`config.mk`:
```
export PLATFORM = sky130hd
export DESIGN_NAME = alu_issue
export DESIGN_NICKNAME = d
export VERILOG_FILES = /design/src/rtl/alu_issue.sv
export SDC_FILE = /design/constraint.sdc
export NUM_CORES = 1
export LEC_CHECK = 0
export CORE_MARGIN = 1
export CORE_UTILIZATION = 43
export CTS_BUF_LIST = sky130_fd_sc_hd__clkbuf_8
export DETAILED_ROUTE_END_ITERATION = 8
export GPL_ROUTABILITY_DRIVEN = 0
export PLACE_DENSITY = 0.94
export SKIP_LAST_GASP = 1
export SLEW_MARGIN = 5
export SYNTH_ARGS = -nofsm -noshare
export SYNTH_HDL_FRONTEND = slang
export SYNTH_SLANG_ARGS = --single-unit
```
`constraint.sdc`:
```
create_clock -name clk_w_i -period 2.6 [get_ports clk_w_i]
set_input_delay 0.52 -clock clk_w_i [delete_from_list [all_inputs] [get_ports clk_w_i]]
set_output_delay 0.52 -clock clk_w_i [all_outputs]
set_load 0.01 [all_outputs]
```
`src/rtl/alu_issue.sv`:
```
// alu_issue: RV32I ALU operand/opcode decode with a one-cycle valid/ready issue register.
//   clk_w_i, rst_w_i_l (async, active-low)
//   in_valid_w_i_h/in_ready_w_o_h with instr_w_i, pc_w_i, rs1_data_w_i, rs2_data_w_i
//   out_valid_w_o_h/out_ready_w_i_h with a_data_w_o, b_data_w_o, alu_control_w_o,
//   funct3_w_o, rd_w_o, illegal_w_o_h
//   Define ALU_ISSUE_SKID_EN for a 2-entry skid buffer with a fully registered in_ready.
module alu_issue (
  input  logic        clk_w_i,
  input  logic        rst_w_i_l,
  input  logic        in_valid_w_i_h,
  output logic        in_ready_w_o_h,
  input  logic [31:0] instr_w_i,
  input  logic [31:0] pc_w_i,
  input  logic [31:0] rs1_data_w_i,
  input  logic [31:0] rs2_data_w_i,
  output logic        out_valid_w_o_h,
  input  logic        out_ready_w_i_h,
  output logic [31:0] a_data_w_o,
  output logic [31:0] b_data_w_o,
  output logic [3:0]  alu_control_w_o,
  output logic [2:0]  funct3_w_o,
  output logic [4:0]  rd_w_o,
  output logic        illegal_w_o_h
);
  typedef struct packed {
    logic [31:0] a;
    logic [31:0] b;
    logic [3:0]  ctrl;
    logic [2:0]  f3;
    logic [4:0]  rd;
    logic        ill;
  } bundle_t;
  logic [6:0]  opc;
  logic [2:0]  f3;
  logic [6:0]  f7;
  logic [31:0] imm_i, imm_s, imm_u;
  logic        alt_ok, shift;
  bundle_t     dec, out_q;
  logic        out_v, rdy_q, accept;
  assign opc    = instr_w_i[6:0];
  assign f3     = instr_w_i[14:12];
  assign f7     = instr_w_i[31:25];
  assign imm_i  = {{20{instr_w_i[31]}}, instr_w_i[31:20]};
  assign imm_s  = {{20{instr_w_i[31]}}, instr_w_i[31:25], instr_w_i[11:7]};
  assign imm_u  = {instr_w_i[31:12], 12'h000};
  assign alt_ok = (f3 == 3'b000) || (f3 == 3'b101);
  assign shift  = (f3[1:0] == 2'b01);
  always_comb begin
    dec    = '0;
    dec.f3 = f3;
    dec.rd = instr_w_i[11:7];
    case (opc)
      7'b0110011: begin
        dec.a    = rs1_data_w_i;
        dec.b    = rs2_data_w_i;
        dec.ctrl = {f7[5] & alt_ok, f3};
        dec.ill  = !((f7 == 7'h00) || (f7 == 7'h20 && alt_ok));
      end
      7'b0010011: begin
        dec.a    = rs1_data_w_i;
        dec.b    = shift ? {27'b0, instr_w_i[24:20]} : imm_i;
        dec.ctrl = {f3 == 3'b101 && f7 == 7'h20, f3};
        dec.ill  = shift && !((f7 == 7'h00) || (f3 == 3'b101 && f7 == 7'h20));
      end
      7'b0110111: dec.b = imm_u;
      7'b0010111: begin
        dec.a = pc_w_i;
        dec.b = imm_u;
      end
      7'b0000011: begin
        dec.a = rs1_data_w_i;
        dec.b = imm_i;
      end
      7'b0100011: begin
        dec.a = rs1_data_w_i;
        dec.b = imm_s;
      end
      7'b1100011: begin
        dec.a    = rs1_data_w_i;
        dec.b    = rs2_data_w_i;
        dec.ctrl = 4'b1000;
      end
      7'b1101111, 7'b1100111: begin
        dec.a = pc_w_i;
        dec.b = 32'd4;
      end
      default: dec.ill = 1'b1;
    endcase
  end
`ifdef ALU_ISSUE_SKID_EN
  bundle_t skid_q;
  logic    skid_v, free, skid_nxt;
  assign in_ready_w_o_h = rdy_q;
  assign accept   = in_valid_w_i_h && rdy_q;
  assign free     = !out_v || out_ready_w_i_h;
  // A held skid entry blocks accept (rdy_q is low), so it drains first and order is kept.
  assign skid_nxt = !free && (skid_v || accept);
  always_ff @(posedge clk_w_i or negedge rst_w_i_l) begin
    if (!rst_w_i_l) begin
      out_q  <= '0;
      skid_q <= '0;
      out_v  <= 1'b0;
      skid_v <= 1'b0;
      rdy_q  <= 1'b0;
    end else begin
      if (free) out_v <= skid_v || accept;
      if (free && (skid_v || accept)) out_q <= skid_v ? skid_q : dec;
      if (!free && accept) skid_q <= dec;
      skid_v <= skid_nxt;
      rdy_q  <= !skid_nxt;
    end
  end
`else
  assign in_ready_w_o_h = rdy_q && (!out_v || out_ready_w_i_h);
  assign accept = in_valid_w_i_h && in_ready_w_o_h;
  // rdy_q holds in_ready low until the first edge after reset release.
  always_ff @(posedge clk_w_i or negedge rst_w_i_l) begin
    if (!rst_w_i_l) begin
      out_q <= '0;
      out_v <= 1'b0;
      rdy_q <= 1'b0;
    end else begin
      rdy_q <= 1'b1;
      out_v <= accept || (out_v && !out_ready_w_i_h);
      if (accept) out_q <= dec;
    end
  end
`endif
  assign out_valid_w_o_h = out_v;
  assign a_data_w_o      = out_q.a;
  assign b_data_w_o      = out_q.b;
  assign alu_control_w_o = out_q.ctrl;
  assign funct3_w_o      = out_q.f3;
  assign rd_w_o          = out_q.rd;
  assign illegal_w_o_h   = out_q.ill;
endmodule

```
* Word-level counts from Yosys, hierarchy flattened
Index checks and enable logic that the tools add are counted.
Operators by class: shift operators 0, magnitude comparators 0, multiply operators 0, eq/ne operators 12, bitwise operators 1, reduce and logical (&&, ||, !) cells 23, div/mod/pow operators 0, $add $sub $neg 0, muxes and demuxes 5
Operators with widths (count):
- 32-bit one-hot mux with 6 select lines | 1
- 32-bit one-hot mux with 2 select lines | 1
- 32-bit 2-to-1 mux | 1
- 7-bit by 6-bit == test with 1-bit output, second input constant | 4
- 7-bit == test, second input constant | 3
- 7-bit by 5-bit == test with 1-bit output, second input constant | 2
- 4-bit one-hot mux with 3 select lines | 1
- 7-bit by 2-bit == test with 1-bit output, second input constant | 1
- 7-bit logical NOT | 1
- 7-bit OR reduction | 1
- 1-bit logical AND | 6
- 2-bit OR reduction | 3
- 1-bit logical OR | 5
- 5-bit OR reduction | 1
- 1-bit logical NOT | 4
- 3-bit == test, second input constant | 1
- 3-bit logical NOT | 1
- 1-bit one-hot mux with 3 select lines | 1
- 3-bit OR reduction | 1
- 2-bit by 1-bit == test with 1-bit output, second input constant | 1
- 1-bit AND | 1
Word-level totals: output and inout bits 79, memories 0, logic and storage cells 49, input port bits 132, memory bits (read-only) 0, register bits 79, latch bits 0, RAM bits 0

* Depth between registers and ports, before layout
word-level depth 6, depth in mapped cells 7, gate-level depth less buffers 4

* Worst setup path before layout
Ideal clock, no wire load.
kind input to register, start point in out_ready_w_i_h, end point reg out_q (netlist bit a_data_w_o[25]), stages on the path 6, required time 2.474 ns, path buffers 2, setup slack 0.843 ns, arrival 1.631 ns, library setup time 0.126 ns, path through nand2b_1 -> and3_1 -> and2_1 -> buf_2 -> buf_6 -> a221o_1
Between the ends: longest elaborated chain between the ends 3
RTL lines:
- start, declared | RTL line 17 | input logic out_ready_w_i_h,
- 1-bit logical OR | RTL line 114 | assign in_ready_w_o_h = rdy_q && (!out_v || out_ready_w_i_h);
- 1-bit logical AND | RTL line 114
- 1-bit logical AND | RTL line 115 | assign accept = in_valid_w_i_h && in_ready_w_o_h;
- end signal, assigned | RTL line 119 | out_q <= '0;
- end signal, assigned | RTL line 125 | if (accept) out_q <= dec;
- end, declared | RTL line 38 | bundle_t dec, out_q;
Every way passes these cells. A chain may end at the register's enable or synchronous reset.

* Worst setup path in the final report
start point in out_ready_w_i_h, end point out in_ready_w_o_h
Between the ends: longest elaborated chain between the ends 2
RTL lines:
- 1-bit logical OR | RTL line 114
- 1-bit logical AND | RTL line 114
- end, declared | RTL line 11 | output logic in_ready_w_o_h,
Every way passes these cells.

==> qor.csv <==
stage;metric;value;unit
run_status;status;finished, final reports clean;
sta;Peak Freq;430;MHz
clocking;clock-pin slew on the worst setup and hold paths;80;ps
global_route;first-pass GRT wire length;19.0;mm
sta;period utilization;89.4;%
synth;FFs w/ async S/R, synth;100;%
synth;sequential area share after synthesis;52.2;%
critical_path;worst path bufs/invs;2;
critical_path;peak fanout along the critical path;4;
critical_path;cell depth of the worst flop-to-flop path;4;
synth;Post-Syn Instances;351;
placement;HPWL Detailed;9.48;mm
critical_path;reg2reg start;out_valid_w_o_h;
floorplan;starting density of the core;45.2;%
sta;fin. max-slew vios;0;
critical_path;r2r endpoint;b_data_w_o[17];
run;Max Cap Violations;0;
placement;setup slack at placement;15.0;ps
synth;Distinct cells, synth;45;
final_layout;fin nets;693;
clocking;Setup Buffers After CTS;0;
global_route;GRT Total Usage;27.7;%
clocking;CTS Buffer Depth;2;
global_route;pin count of the biggest net entering global routing;80;
clocking;CTS tree;built;
synth;top post-synthesis cells by area;dfrtp_1 (52%), a221o_1 (8.5%), and2_1 (5.6%);
critical_path;CP top delay family;buffers and inverters;
critical_path;critical path type;input port to output pin;
synth;syn_area_per_cell;10.8;µm²
sta;skew final;14.4;ps
floorplan;I/O pins;211;
power;Pleak;2.61;nW
synth;Top FF cell, synth;dfrtp_1;
power;maximum VDD drop;0.332;mV
detailed_routing;routed vias/inst;5.72;
clocking;CTS resizes;0;
floorplan;die height;95.8;µm
clocking;Root Buffer;clkbuf_8;
clocking;htree depth;3;
sta;final worst path period need;2330;ps
detailed_routing;routed vias;3835;
detailed_routing;# DRC;0;
detailed_routing;antenna viol nets, final;0;
synth;number of enable flip-flop cells after synthesis;0;
synth;Post-Syn Nets;483;
floorplan;die width;95.8;µm
critical_path;FF-to-FF setup slack;610;ps
sta;count of final setup violators;0;
floorplan;die area;0.00918;mm²
final_layout;share of cells above drive strength 1;7.26;%
detailed_routing;wire per inst;19.0;µm
global_route;vias in the first global route;3857;
sta;Slew @ Worst Pin;1000;ps
synth;Yosys reg bits;79;
power;total power;3.04;mW
synth;area share of the largest cell type after synthesis;52.2;%
critical_path;Arr. time, crit path;1810;ps
critical_path;startpoint types;input port;
critical_path;cell mode on critical path;clkdlybuf4s50_1;
detailed_routing;DRT Pass-1 Iters;4;
floorplan;CORE AREA;0.00838;mm²
clocking;clock sinks;79;
floorplan;Cell Rows;33;
synth;Synth area leader;dfrtp_1;
detailed_routing;Iteration-0 DRC Markers;188;
synth;Cell Area, Synth;0.00378;mm²
placement;PortBufs;210;
global_route;initial antenna violation count;0;
final_layout;Area Overhead vs Synth;64.7;%
hold_path;Hold WC Path Type;input port to async pin;
sta;Final Hold Viols;0;
global_route;grt ovf;0;
detailed_routing;routed wire length;12.8;mm
clocking;Skew-Pair Late Insertion Delay;340;ps
critical_path;Crit-path slowest cell;clkdlybuf4s50_1;
clocking;CTS Buf Count;9;
power;P per Cell Area;488;mW/mm²
critical_path;CP Capture Type;output pin;
sta;Slew HR;32.9;%
critical_path;critical path, cell by cell;clkdlybuf4s50_1 -> nand2b_1 -> and2_1 -> clkdlybuf4s50_1;
sta;Final WS setup;275;ps
final_layout;ANT cells;0;
clocking;hold buffers post-CTS;0;
sta;TNS Setup;0;ps
sta;RSZ-0062 raised after global routing;no;
critical_path;delay of the slowest critical-path stage;530;ps
critical_path;worst path required time;2080;ps
synth;yosys warns;0;
[synthesized netlist by cell type (7+ instances only)]
master / instances
dfrtp_1: 79
a32oi_1: 7
a22o_1: 10
a221o_1: 32
buf_2: 10
clkbuf_1: 11
nand2_1: 35
o21ai_0: 10
nor2_1: 25
a22oi_1: 20
a211oi_1: 20
and2_1: 34
[worst max path at each step]
stage | endpoint | from | cells after the start
2_1_floorplan | a_data_w_o[25] | out_ready_w_i_h | 6
3_3_place_gp | b_data_w_o[18] | out_ready_w_i_h | 5
3_5_place_dp | b_data_w_o[17] | out_ready_w_i_h | 5
4_1_cts | in_ready_w_o_h | out_ready_w_i_h | 4
5_1_grt | b_data_w_o[16] | instr_w_i[13] | 5
6_report | in_ready_w_o_h | out_ready_w_i_h | 4
[through the flow]
step / instances / util [%] / cell area, µm² / hold slack [ps]
2_1_floorplan: 351 / - / 3780 / 224
3_3_place_gp: 655 / 71.9 / 6020 / 459
3_5_place_dp: 655 / 71.9 / 6020 / 474
4_1_cts: 670 / 74.4 / 6230 / 355
5_1_grt: 670 / 74.4 / 6230 / 411
6_report: 670 / 74.4 / 6230 / 308
[report_power, final]
part	leakage, nW	switching [mW]	internal [mW]
registers	1.06	0.0486	1.32
logic	1.44	0.278	0.417
clock network	0.113	0.429	0.555
[layout make-up]
class | count | area, µm²
flip-flops and latches | 79 | 1980
inverters | 1 | 3.75
clock inverters | 5 | 73.8
multi-input cells | 241 | 1640
repair buffers | 229 | 2270
clock buffers | 10 | 138
well taps | 105 | 131
fillers | 616 | 2150
[state kept, by name (all words and copies together), names as in the netlist]
| name | flops |
|---|---|
| a_data_w_o | 32 |
| alu_control_w_o | 4 |
| b_data_w_o | 32 |
| funct3_w_o | 3 |
| illegal_w_o_h | 1 |
| out_valid_w_o_h | 1 |
| rd_w_o | 5 |
| rdy_q | 1 |
[layer usage]
metal	vias to the layer above	track usage (%)	wire, µm
met1	1850	31.6	4940
met2	211	49.2	6330
li1	1742	-	-
met5	-	0	0
met4	0	13.9	401
met3	32	5.85	1090
[cells in the final DEF (no fill, tap or decap), types with 3 or more instances in the layout]
master,instances
a211oi_1,20
a21oi_1,3
a221o_1,32
a22o_1,10
a22oi_1,20
a32oi_1,7
and2_1,34
buf_4,18
clkbuf_8,10
clkdlybuf4s50_1,209
dfrtp_1,79
mux2i_1,5
nand2_1,35
nand2b_1,3
nor2_1,25
nor2b_1,3
o21ai_0,10
o2bb2ai_1,4
[logic make-up (layout without fill, tap and decap cells)]
family | count (synthesis) | in the layout | share of synthesized area [%]
compound gates | 118 | 118 | 25.5
simple gates | 116 | 116 | 15.8
flops | 79 | 79 | 52.2
buf+inv | 31 | 245 | 4.79
mux | 5 | 5 | 1.32
other cells | 1 | 1 | 0.0991
xor+xnor | 1 | 1 | 0.231
Note: power is estimated with default switching activity, not from simulation.
==> patch (config.mk and constraints unchanged) <==
Build with the macro `ALU_ISSUE_SKID_EN` defined.
--- a/src/rtl/alu_issue.sv
+++ b/src/rtl/alu_issue.sv
@@ -5,4 +5,6 @@
 //   funct3_w_o, rd_w_o, illegal_w_o_h
 //   Define ALU_ISSUE_SKID_EN for a 2-entry skid buffer with a fully registered in_ready.
+`define ALU_ISSUE_SKID_EN
+
 module alu_issue (
   input  logic        clk_w_i,
Check against the original RTL: not equivalent (a bounded check fails within 4 cycles, from zero or initial values and one cycle with rst_w_i_l low).
==> patch against the original RTL <==
Synthesized area is 88% higher; power up 130%; count of clock-buffer cells in the layout up 8; cell area grew 60%; global-route usage shrank 0.94 points; non-clock buffer count is 15 higher; setup slack better by 0.29 ns; wire length increased by 75%; sequential cell count up 78; critical endpoint is now b_data_w_o[30]$_DFFE_PN0P_; largest cell class is now registers; largest power group unchanged.
==> patch: results <==
# TYPE chip_impl_metric gauge
chip_impl_metric{name="grt_max_degree",unit=""} 61
chip_impl_metric{name="peak_supply_drop",unit="V"} 0.000421
chip_impl_metric{name="timing.clock.skew",unit="ns"} 0.0136
chip_impl_metric{name="insertion_delay",unit="ns"} 0.45
chip_impl_metric{name="layout.clock_buffers",unit=""} 18
chip_impl_metric{name="clkCellAreaFrac",unit="%"} 3.71
chip_impl_metric{name="wl",unit="µm"} 22300
chip_impl_metric{name="first_pass_grt_wire_length",unit="µm"} 34800
chip_impl_metric{name="synthToLayoutAreaGrowth",unit="%"} 40.1
chip_impl_metric{name="final_net_count",unit=""} 1096
chip_impl_metric{name="met3_wirelength",unit="µm"} 1660
chip_impl_metric{name="detail_route.first_pass.iterations",unit=""} 5
chip_impl_metric{name="multi_input_gate_area",unit="µm²"} 2920
chip_impl_metric{name="htree_levels",unit=""} 4
chip_impl_info{name="outcome",value="completed"} 1
chip_impl_metric{name="power_frac_clock",unit="%"} 24.6
chip_impl_metric{name="timing.slew.headroom",unit="%"} 49.9
chip_impl_metric{name="num-nonclk-buffers",unit=""} 244
chip_impl_metric{name="met1_usage",unit="%"} 32.7
chip_impl_metric{name="detail_route.wirelength.met1",unit="µm"} 8720
chip_impl_info{name="post_synth_most_frequent_cells",value="dfrtp_1, nand2_1, nor2_1"} 1
chip_impl_info{name="critPathKind",value="in2reg"} 1
chip_impl_metric{name="detailed_route_via_count",unit=""} 6912
chip_impl_metric{name="fillCellCount",unit=""} 1347
chip_impl_metric{name="total_switching_power",unit="mW"} 2.22
chip_impl_metric{name="bufAreaShareNonClock",unit="%"} 24.7
chip_impl_metric{name="ys_seq_area_share",unit="%"} 55.2
chip_impl_metric{name="synth_xor_xnor_area_share",unit="%"} 0.123
chip_impl_metric{name="wire_per_inst",unit="µm"} 18.7
chip_impl_metric{name="layout.core_utilization",unit="%"} 62.3
chip_impl_metric{name="multi_input_comb_cells",unit=""} 539
chip_impl_metric{name="swShare",unit="%"} 31.8
chip_impl_metric{name="post-dp-hpwl",unit="µm"} 15600
chip_impl_metric{name="cpPeakStageDelay",unit="ns"} 0.48
chip_impl_metric{name="detailroute.wirelength.met2",unit="µm"} 11100
chip_impl_metric{name="drt_first_iter_violations",unit=""} 651
chip_impl_metric{name="dp_worst_setup_slack",unit="ns"} 0.125
chip_impl_metric{name="syn_inst",unit=""} 765
chip_impl_metric{name="cts_made_buffers",unit=""} 17
chip_impl_metric{name="seqAreaFraction",unit="%"} 39.4
chip_impl_metric{name="synth.ff_latch_count",unit=""} 157
chip_impl_metric{name="static-leakage-power",unit="nW"} 4.06
chip_impl_metric{name="crit_path_arrival_time",unit="ns"} 2.38
-- patch: worst paths after layout --
| path | end | depth (start not counted) | slack [ns] | startpoint |
|---|---|---|---|---|
| worst max-delay path | b_data_w_o[30]$_DFFE_PN0P_ | 7 | 0.57 | instr_w_i[3] |
| worst min-delay path | b_data_w_o[12]$_DFFE_PN0P_ | 1 | 0.03 | rst_w_i_l |
| worst max register to register | a_data_w_o[26]$_DFFE_PN0P_ | 5 | 0.89 | in_ready_w_o_h$_DFF_PN0_ |
| worst min register to register | skid_q[17]$_DFFE_PN0P_ | 2 | 0.48 | skid_q[17]$_DFFE_PN0P_ |
| max in group asynchronous | skid_q[71]$_DFFE_PN0P_ | 2 | 1.90 | rst_w_i_l |
| min in group clk_w_i | skid_q[17]$_DFFE_PN0P_ | 2 | 0.48 | skid_q[17]$_DFFE_PN0P_ |
